==> src/rtl/p4_output_merger.sv <==
// Merges SDNet packet beats with their per-packet tuple, drops flagged packets,
// and forwards survivors through one output register with the tuple on TUSER.
module p4_output_merger #(
  parameter int TUPLE_DEPTH = 4,
  parameter int DROP_BIT    = 127,
  parameter int CNT_W       = 32
) (
  input  logic              clk_line,
  input  logic              clk_line_rst,
  input  logic              packet_out_packet_out_TVALID,
  output logic              packet_out_packet_out_TREADY,
  input  logic [255:0]      packet_out_packet_out_TDATA,
  input  logic [31:0]       packet_out_packet_out_TKEEP,
  input  logic              packet_out_packet_out_TLAST,
  input  logic              tuple_out_tuple_out_VALID,
  input  logic [127:0]      tuple_out_tuple_out_DATA,
  output logic              m_axis_TVALID,
  input  logic              m_axis_TREADY,
  output logic [255:0]      m_axis_TDATA,
  output logic [31:0]       m_axis_TKEEP,
  output logic              m_axis_TLAST,
  output logic [127:0]      m_axis_TUSER,
  output logic [CNT_W-1:0]  stat_fwd_pkts,
  output logic [CNT_W-1:0]  stat_drop_pkts,
  output logic              tuple_overflow
);
  localparam int AW = $clog2(TUPLE_DEPTH);

  typedef struct packed {
    logic [255:0] data;
    logic [31:0]  keep;
    logic         last;
    logic [127:0] user;
  } beat_t;

  typedef enum logic [1:0] {IDLE, FWD, DROP} state_t;

  logic [127:0] mem [TUPLE_DEPTH];
  logic [AW:0]  wr_ptr, rd_ptr;
  logic         empty, full, push, pop;
  logic [127:0] head, cur_tuple, load_user;
  state_t       state, state_nxt;
  logic         tready, load, drop_last, slot_free;
  beat_t        out_q;

  // Extra MSB on the pointers separates full from empty when the low bits match.
  assign empty     = (wr_ptr == rd_ptr);
  assign full      = (wr_ptr[AW] != rd_ptr[AW]) && (wr_ptr[AW-1:0] == rd_ptr[AW-1:0]);
  assign head      = mem[rd_ptr[AW-1:0]];
  assign push      = tuple_out_tuple_out_VALID && (!full || pop);
  assign slot_free = !m_axis_TVALID || m_axis_TREADY;

  always_comb begin
    state_nxt = state;
    tready    = 1'b0;
    pop       = 1'b0;
    load      = 1'b0;
    drop_last = 1'b0;
    load_user = cur_tuple;
    case (state)
      IDLE: begin
        tready = !empty && (head[DROP_BIT] || slot_free);
        if (packet_out_packet_out_TVALID && tready) begin
          pop = 1'b1;
          if (head[DROP_BIT]) begin
            if (packet_out_packet_out_TLAST) drop_last = 1'b1;
            else                             state_nxt = DROP;
          end else begin
            load      = 1'b1;
            load_user = head;
            if (!packet_out_packet_out_TLAST) state_nxt = FWD;
          end
        end
      end
      FWD: begin
        tready = slot_free;
        if (packet_out_packet_out_TVALID && tready) begin
          load = 1'b1;
          if (packet_out_packet_out_TLAST) state_nxt = IDLE;
        end
      end
      DROP: begin
        tready = 1'b1;
        if (packet_out_packet_out_TVALID && packet_out_packet_out_TLAST) begin
          drop_last = 1'b1;
          state_nxt = IDLE;
        end
      end
      default: state_nxt = IDLE;
    endcase
  end

  assign packet_out_packet_out_TREADY = tready;

  always_ff @(posedge clk_line) begin
    if (push) mem[wr_ptr[AW-1:0]] <= tuple_out_tuple_out_DATA;
  end

  always_ff @(posedge clk_line) begin
    if (clk_line_rst) begin
      wr_ptr         <= '0;
      rd_ptr         <= '0;
      state          <= IDLE;
      cur_tuple      <= '0;
      tuple_overflow <= 1'b0;
      stat_fwd_pkts  <= '0;
      stat_drop_pkts <= '0;
      out_q          <= '0;
      m_axis_TVALID  <= 1'b0;
    end else begin
      state <= state_nxt;
      if (push) wr_ptr <= wr_ptr + (AW+1)'(1);
      if (pop) begin
        rd_ptr    <= rd_ptr + (AW+1)'(1);
        cur_tuple <= head;
      end
      if (tuple_out_tuple_out_VALID && full && !pop) tuple_overflow <= 1'b1;
      if (drop_last) stat_drop_pkts <= stat_drop_pkts + CNT_W'(1);
      if (m_axis_TVALID && m_axis_TREADY && m_axis_TLAST)
        stat_fwd_pkts <= stat_fwd_pkts + CNT_W'(1);
      // Output register: load wins, otherwise drain to zero once consumed.
      if (load) begin
        out_q         <= '{data: packet_out_packet_out_TDATA, keep: packet_out_packet_out_TKEEP,
                           last: packet_out_packet_out_TLAST, user: load_user};
        m_axis_TVALID <= 1'b1;
      end else if (m_axis_TREADY) begin
        out_q         <= '0;
        m_axis_TVALID <= 1'b0;
      end
    end
  end

  assign m_axis_TDATA = out_q.data;
  assign m_axis_TKEEP = out_q.keep;
  assign m_axis_TLAST = out_q.last;
  assign m_axis_TUSER = out_q.user;
endmodule

==> config.mk <==
export PLATFORM = sky130hd
export DESIGN_NAME = p4_output_merger
export DESIGN_NICKNAME = d
export VERILOG_FILES = /design/src/rtl/p4_output_merger.sv
export SDC_FILE = /design/constraint.sdc
export NUM_CORES = 1
export LEC_CHECK = 0
export BUFFER_PORTS_ARGS = -buffer_cell sky130_fd_sc_hd__buf_4
export CORE_AREA = 2 2 381 383
export CTS_BUF_LIST = sky130_fd_sc_hd__clkbuf_16
export DETAILED_ROUTE_END_ITERATION = 10
export DIE_AREA = 0 0 383 385
export HOLD_SLACK_MARGIN = 0.08
export PLACE_DENSITY_LB_ADDON = 0.12
export SYNTH_ARGS = -nofsm -noshare
export SYNTH_HDL_FRONTEND = slang
export SYNTH_SLANG_ARGS = --single-unit
==> constraint.sdc <==
create_clock -name clk_line -period 7.4 [get_ports clk_line]
set_input_delay 1.48 -clock clk_line [delete_from_list [all_inputs] [get_ports clk_line]]
set_output_delay 1.48 -clock clk_line [all_outputs]
set_load 0.02 [all_outputs]
==> results of run 1 <==
==> final cells by class <==
| class | count | area [µm²] | area share |
|---|---|---|---|
| clock inverter | 104 | 732.0 | 0.01319 |
| timing repair buffer | 941 | 7229 | 0.1303 |
| clock buffer | 135 | 3378 | 0.06090 |
| multi-input combinational | 2108 | 13820 | 0.2490 |
| sequential | 1133 | 27810 | 0.5014 |
| inverter | 18 | 67.56 | 0.001218 |
| tap | 1903 | 2381 | 0.04292 |
| antenna | 23 | 57.56 | 0.001037 |
==> per-stage QoR <==
stage | util | hold WS (ps) | instance area (µm²) | worst slack (ps)
4_1_cts | 0.3872 | 454.7 | 55420 | 2850
3_3_place_gp | 0.3585 | 441.9 | 51310 | 2286
2_1_floorplan | - | 435.9 | 42830 | 1500
5_1_grt | 0.3874 | 466.3 | 55450 | 2810
6_report | 0.3876 | 452.6 | 55480 | 2941
3_5_place_dp | 0.3585 | 446.7 | 51310 | 2198
==> cells by family (layout without fill, tap and decap cells) <==
logic type	count (synthesis)	after routing
and+or+nand+nor	1276	1276
DFF	1133	1133
AOI/OAI and AO/OA	658	658
buffers and inverters	303	1198
muxes	131	131
xor gates and xnor gates	36	36
adders and majority gates	7	7
other	0	23
==> metal layers <==
metal	track usage	routed length [µm]	vias to the layer above
li1	-	-	14558
met1	0.2305	59680	15661
met2	0.3466	76690	889
met3	0.06053	10750	268
met4	0.06963	5658	30
met5	0	196	-
==> cell usage after synthesis, types with 3 or more instances <==
cell      count
o31ai_1      13
nor3_1        6
nand4_2       3
edfxtp_1    512
nand3b_1    346
or3_1        22
xnor2_1      10
a222oi_1     50
a31oi_1       3
a311oi_1     56
and4_1        3
a21oi_1     474
a221oi_1     21
and2_1        5
or4_1        12
buf_1         9
o21ai_0      24
xor2_1       26
nor2_1      152
buf_2        99
nand3_1      19
inv_1        18
dfxtp_1     621
ha_1          7
and3_1        8
buf_4         5
nand2b_1     23
clkbuf_1    172
nor4_1        4
nand4_1      18
mux2i_1       3
nor3b_1       3
mux4_2      128
nand2_1     641
==> worst min-delay path, cell delays in order, from the launching register on <==
cell,delay [ps]
dfxtp_1,300
nand2_1,50
a21oi_1,50
==> sequential cells by signal, summed over array words and instances, names as in the netlist, named ones only <==
register and count:
cur_tuple 128, m_axis_TDATA 256, m_axis_TKEEP 32, m_axis_TLAST 1, m_axis_TUSER 128, m_axis_TVALID 1, mem 512, rd_ptr 3
stat_drop_pkts 32, stat_fwd_pkts 32, state 2, tuple_overflow 1, wr_ptr 3
==> power by group <==
group | total (mW) | internal [mW] | switching (mW)
combinational | 3.08 | 1.17 | 1.91
sequential | 7.35 | 7.06 | 0.289
clock | 6.19 | 3.51 | 2.68
total | 16.6 | 11.7 | 4.88
==> layout by cell type (no fill, tap or decap), types with 56 or more instances in the layout <==
cell / Yosys / final
buf_4: 5 / 927
edfxtp_1: 512 / 512
clkbuf_16: 0 / 135
mux4_2: 128 / 128
dfxtp_1: 621 / 619
nand3b_1: 346 / 346
nand2_1: 641 / 641
inv_1: 18 / 60
a21oi_1: 474 / 474
a311oi_1: 56 / 56
nor2_1: 152 / 151
==> path summary, 6_finish.rpt <==
check,start,endpoint,slack [ps],cells after the start
worst max-delay path,m_axis_TREADY,packet_out_packet_out_TREADY,2940,5
worst min-delay path,cur_tuple[36],cur_tuple[36],450,2
worst max register to register,register,mem[0][15],3460,5
worst min register to register,cur_tuple[36],cur_tuple[36],450,2
==> results_tabular.tex, run 1 <==
\begin{tabular}{lr}
\hline
Metric & Value \\
\hline
\multicolumn{2}{l}{\textbf{Worst setup path}} \\
Nature of the critical path startpoint & primary input \\
CP Max Fanout & 90 \\
Type of the worst setup path & in -> out \\
Count of buffering cells on the critical path with inverters included & 2 \\
Worst setup EP type & primary output \\
Cell type group with the largest total delay on the critical path & buffers and inverters \\
Signal arrival time at the worst endpoint & 2980 ps \\
Longest individual stage delay on the worst path & 490 ps \\
Worst-path cell chain & buf\_8 > nand2b\_1 > o21a\_1 > o21a\_1 > buf\_4 \\
Max stage delay cell, worst path & nand2b\_1 \\
Crit path required time & 5920 ps \\
Most used cell, CP & o21a\_1 \\
\multicolumn{2}{l}{\textbf{Die}} \\
Die Area & 147500 µm² \\
Initial Utilization & 0.2992 \\
Number of top-level design ports & 906 \\
Floorplan die width & 383 µm \\
Number of rows in the core area & 139 \\
Die span in y & 385 µm \\
Std-Cell Core Area & 143100 µm² \\
\multicolumn{2}{l}{\textbf{Synth}} \\
Number of flops mapped to enable cells by yosys & 512 \\
Cell area after synthesis & 42830 µm² \\
Post-Syn Nets & 3973 \\
Most common flop cell mapped by yosys & dfxtp\_1 \\
Count of cell types in the netlist & 54 \\
Simple-gate portion of the synthesized area & 0.1512 \\
Top cell type's share of synthesized area & 0.3590 \\
Post-synthesis area per instance & 12.08 µm² \\
Number of warnings printed during yosys synthesis & 0 \\
XOR/XNOR Fraction of Synth Area & 0.007362 \\
Cells after synthesis & 3544 \\
Synth Register Bits & 1133 \\
Main combinational cell family by area after synthesis & simple AND/OR/NAND/NOR gates \\
Proportion of synthesized flip-flops having asynchronous set or reset & 0 \\
Adder and majority cell fraction of the synthesized area & 0.002045 \\
Post-synthesis compound-gate area fraction & 0.09226 \\
Mux share of post-synthesis cell area & 0.06801 \\
Library cell occupying the most area in the post-synthesis netlist & edfxtp\_1 \\
Sequential cell area fraction in the yosys report & 0.6493 \\
Largest cells by area after synthesis & edfxtp\_1, dfxtp\_1, mux4\_2, nand3b\_1, nand2\_1 \\
\multicolumn{2}{l}{\textbf{Clock network}} \\
Insertion delay to the later sink of the worst-skew pair & 750 ps \\
Count of clock tree sinks & 1133 \\
Count of cells resized by post-cts repair & 0 \\
TritonCTS Buffers & 133 \\
TritonCTS clock tree & built \\
Number of hold buffers added after CTS & 0 \\
H-tree levels & 4 \\
Number of buffers added for setup after CTS & 0 \\
Root buf cell & clkbuf\_16 \\
Maximum clock path buffer count & 3 \\
CTS clock-pin slew for the worst setup and hold paths & 50 ps \\
\multicolumn{2}{l}{\textbf{Timing}} \\
Worst max-slew margin expressed relative to the limit & 0.2818 \\
Tightest Pin Transition & 1077 ps \\
Highest attainable clock frequency & 224.3 MHz \\
Unrepaired setup endpoints after global routing & no \\
Final max-slew violation count & 0 \\
Final Cycle Share & 0.6025 \\
Number of setup violations in the final report & 0 \\
Final critical path time including I/O delays and setup & 4459 ps \\
Post-route clock skew & 30.13 ps \\
Final hold vios & 0 \\
Setup tns final & 0 ps \\
\multicolumn{2}{l}{\textbf{Outcome}} \\
Outcome & finished clean \\
\multicolumn{2}{l}{\textbf{Global route}} \\
Overall Global Routing Usage & 0.1988 \\
Number of antenna violations at the first check in global routing & 51 \\
Number of global-route vias before repair & 30403 \\
Pin count of the biggest net entering global routing & 200 \\
Global-route wire length before repair & 216.6 mm \\
Remaining global-route overflow & 0 \\
\multicolumn{2}{l}{\textbf{Place}} \\
Routability congestion estimate from global placement & 0.8238 \\
Number of buffer cells added on primary ports & 905 \\
Total instance count after detailed placement & 6103 \\
HPWL Detailed & 100.7 mm \\
\multicolumn{2}{l}{\textbf{Final layout}} \\
Fraction of layout cells with a size suffix above 1 & 0.2843 \\
Cell Count, Final, Fillers Out & 6365 \\
Fillers & 14023 \\
Final Net Count & 4764 \\
Area growth, synth to finish & 29.53\% \\
\multicolumn{2}{l}{\textbf{Route}} \\
Number of antenna-violating nets in the routed design & 0 \\
Violation count after the first detailed-routing iteration & 2370 \\
Wire length per cell & 24.04 µm \\
Total detailed-routing wirelength & 153.0 mm \\
Count of TritonRoute iterations in the first routing pass & 6 \\
Total via count after detailed routing & 31406 \\
Remaining DRCs & 0 \\
Vias per std cell & 4.934 \\
\multicolumn{2}{l}{\textbf{Worst hold path}} \\
Worst min path class & reg -> reg \\
\multicolumn{2}{l}{\textbf{Power and ir drop}} \\
Leak Pwr & 19.80 nW \\
Power per cell area & 299.6 nW/µm² \\
Overall power consumption & 16.62 mW \\
Max VDD drop & 193.4 µV \\
\multicolumn{2}{l}{\textbf{Run}} \\
MaxCap Viol Count & 0 \\
\hline
\end{tabular}
No activity file was read; power rests on OpenSTA's default activity.
==> run 2: changes to the inputs <==
Settings changed: ABC_AREA set to 1, CORE_AREA 2 2 381 383 to 2 2 393 395, DIE_AREA 0 0 383 385 to 0 0 395 397.
Clock period 7.4 ns to 3.7 ns, I/O delays scaled along.
==> run 2 against run 1 <==
Compared with the run above:
- die area up 6.3%
- synthesized area increased by 6.3%
- worst setup slack lost 2500 ps
- clock skew is 9.1 ps lower
- register-to-register slack worse by 2800 ps
- global-route usage rose by 2.6 points
- non-clock buffer count is 46 higher
==> results_tabular.tex, run 2 <==
\begin{tabular}{lr}
\hline
Metric & Value \\
\hline
\multicolumn{2}{l}{\textbf{Worst setup path}} \\
Nature of the critical path startpoint & register \\
Register-to-Register Setup Slack & 700 ps \\
Number of cell instances on the worst register-to-register path & 7 \\
Worst setup EP type & primary output \\
Crit path required time & 2960 ps \\
Worst reg2reg endpoint & m\_axis\_TUSER[52] \\
Signal arrival time at the worst endpoint & 2500 ps \\
Type of the worst setup path & reg -> out \\
CP Max Fanout & 55 \\
\multicolumn{2}{l}{\textbf{Clock network}} \\
TritonCTS Buffers & 136 \\
H-tree levels & 4 \\
TritonCTS clock tree & built \\
Maximum clock path buffer count & 3 \\
CTS clock-pin slew for the worst setup and hold paths & 60 ps \\
Number of hold buffers added after CTS & 0 \\
Count of clock tree sinks & 1133 \\
Root buf cell & clkbuf\_16 \\
Insertion delay to the later sink of the worst-skew pair & 770 ps \\
Count of cells resized by post-cts repair & 0 \\
Number of buffers added for setup after CTS & 0 \\
\multicolumn{2}{l}{\textbf{Timing}} \\
Tightest Pin Transition & 1088 ps \\
Final max-slew violation count & 0 \\
Worst setup margin & 464.7 ps \\
Highest attainable clock frequency & 309.1 MHz \\
Final Cycle Share & 0.8744 \\
Worst max-slew margin expressed relative to the limit & 0.2741 \\
Number of setup violations in the final report & 0 \\
Final critical path time including I/O delays and setup & 3235 ps \\
Post-route clock skew & 21.05 ps \\
Worst hold margin & 172.0 ps \\
Final hold vios & 0 \\
Unrepaired setup endpoints after global routing & no \\
\multicolumn{2}{l}{\textbf{Die}} \\
Number of top-level design ports & 906 \\
Number of rows in the core area & 144 \\
Die span in y & 397 µm \\
Initial Utilization & 0.2977 \\
Std-Cell Core Area & 153000 µm² \\
Floorplan die width & 395 µm \\
Die Area & 156800 µm² \\
\multicolumn{2}{l}{\textbf{Route}} \\
Number of antenna-violating nets in the routed design & 0 \\
Count of TritonRoute iterations in the first routing pass & 5 \\
Total detailed-routing wirelength & 183.7 mm \\
Total via count after detailed routing & 38768 \\
Remaining DRCs & 0 \\
Wire length per cell & 23.61 µm \\
Vias per std cell & 4.984 \\
Violation count after the first detailed-routing iteration & 3010 \\
\multicolumn{2}{l}{\textbf{Power and ir drop}} \\
Power per cell area & 731.3 nW/µm² \\
Leak Pwr & 21.86 nW \\
Max VDD drop & 904.3 µV \\
\multicolumn{2}{l}{\textbf{Synth}} \\
Cell area after synthesis & 45540 µm² \\
Post-Syn Nets & 5310 \\
Count of cell types in the netlist & 36 \\
Synth Register Bits & 1133 \\
Cells after synthesis & 4881 \\
Sequential cell area fraction in the yosys report & 0.6107 \\
Most common flop cell mapped by yosys & dfxtp\_1 \\
Top cells by count, synth & nand2\_1, a21oi\_1, dfxtp\_1 \\
Number of warnings printed during yosys synthesis & 0 \\
Most common cell in the synthesized netlist & nand2\_1 \\
Number of flops mapped to enable cells by yosys & 512 \\
Top cell type's share of synthesized area & 0.3376 \\
Post-synthesis area per instance & 9.329 µm² \\
Largest cells by area after synthesis & edfxtp\_1, dfxtp\_1, nand2\_1, a21oi\_1, nand4\_1 \\
Library cell occupying the most area in the post-synthesis netlist & edfxtp\_1 \\
Proportion of synthesized flip-flops having asynchronous set or reset & 0 \\
\multicolumn{2}{l}{\textbf{Final layout}} \\
Number of flip-flops under the largest register name & 512 \\
Final Net Count & 6036 \\
Final cell area excluding filler cells & 58710 µm² \\
Top library cells by usage in the layout, fill and taps aside & nand2\_1, buf\_4, a21oi\_1, dfxtp\_1, edfxtp\_1 \\
Area growth, synth to finish & 28.92\% \\
Leading cell type in the layout, fill and taps excluded & nand2\_1 \\
Fraction of layout cells with a size suffix above 1 & 0.2072 \\
\multicolumn{2}{l}{\textbf{Global route}} \\
Number of antenna violations at the first check in global routing & 48 \\
Global-route wire length before repair & 261.5 mm \\
Number of global-route vias before repair & 35674 \\
Remaining global-route overflow & 0 \\
Pin count of the biggest net entering global routing & 159 \\
Overall Global Routing Usage & 0.2247 \\
\multicolumn{2}{l}{\textbf{Worst hold path}} \\
Worst min path class & in -> reg \\
Hold path startpoint & tuple\_out\_tuple\_out\_DATA[92] \\
Destination of the worst hold path & mem[2][92] \\
Number of instances on the worst hold path & 1 \\
\multicolumn{2}{l}{\textbf{Place}} \\
Routability congestion estimate from global placement & 0.9188 \\
Number of buffer cells added on primary ports & 905 \\
Cell Area, Placed & 54460 µm² \\
HPWL Detailed & 125.3 mm \\
Minimum setup slack after placement & 704.5 ps \\
\multicolumn{2}{l}{\textbf{Run}} \\
MaxCap Viol Count & 0 \\
\multicolumn{2}{l}{\textbf{Outcome}} \\
Outcome & finished clean \\
\hline
\end{tabular}
==> run 2: changes by cell type after synthesis, moves of 185 or more <==
cell      delta
nand2_1    +422
nand4_1    +407
nand3b_1   -338
a21oi_1    +311
inv_1      +223
nor2_1     +185
==> run 2: per-layer routing <==
| metal | up-vias | track usage | share of wire |
|---|---|---|---|
| met4 | 32 | 0.09038 | 0.034 |
| met3 | 276 | 0.06316 | 0.074 |
| met2 | 1190 | 0.3437 | 0.46 |
| li1 | 18448 | - | - |
| met1 | 18822 | 0.2991 | 0.44 |
| met5 | - | 0 | 0.0011 |
==> run 2: cell families (layout without fill, tap and decap cells) <==
logic type | after synthesis | in the layout | share of synthesized area
AO/OA/AOI/OAI | 1142 | 1142 | 0.1386
XOR/XNOR | 26 | 26 | 0.005001
adder cells (fa/ha/maj) | 7 | 7 | 0.001923
buffers and inverters | 650 | 1484 | 0.05853
flip-flops | 1133 | 1133 | 0.6107
other | 0 | 20 | 0
AND/OR/NAND/NOR | 1923 | 1923 | 0.1853
==> run 2: final cells by class <==
class / instances / area [µm²]
diodes: 20 / 50.05
multi-input cells: 3098 / 15170
clock buffers: 139 / 3478
inverters: 251 / 980.9
repair buffers: 987 / 7943
well taps: 2044 / 2557
flip-flops and latches: 1133 / 27810
fillers: 15440 / 94260
clock inverters: 107 / 713.2
==> run 2: report_power, final <==
group          leakage (nW)  switching [mW]  internal [mW]  total [mW]
logic                  9.90            9.54           4.51        14.1
clock network          2.22            5.51           7.18        12.7
registers              9.75            1.21           15.0        16.2
==> run 2: metrics by stage <==
step                      total power, mW  instances  setup TNS, ps    util
final                               42.93       7779              0  0.3838
after global routing                45.33       7778              0  0.3838
after CTS                           43.50       7759              0  0.3834
after detailed placement            30.64       7513              0  0.3560
after global placement              30.59       7513              0  0.3560
after floorplan                     24.59       4881         -21380       -
==> run 2: worst max-delay path by stage <==
stage | from | to | slack [ps] | depth (start not counted)
6_report | register | packet_out_packet_out_TREADY | 460 | 8
5_1_grt | register | packet_out_packet_out_TREADY | 270 | 8
4_1_cts | register | packet_out_packet_out_TREADY | 370 | 8
3_5_place_dp | register | m_axis_TUSER[52] | 700 | 7
3_3_place_gp | register | m_axis_TUSER[52] | 690 | 7
2_1_floorplan | m_axis_TREADY | mem[0][0] | -60 | 9
==> run 2: critical path, stage by stage, from the launching register on <==
cell	delay [ps]
dfxtp_4	550
clkinv_8	260
nand2_1	120
nand3_1	120
nand2_2	160
nand2_2	90
a21oi_1	130
o22ai_1	110
buf_4	190
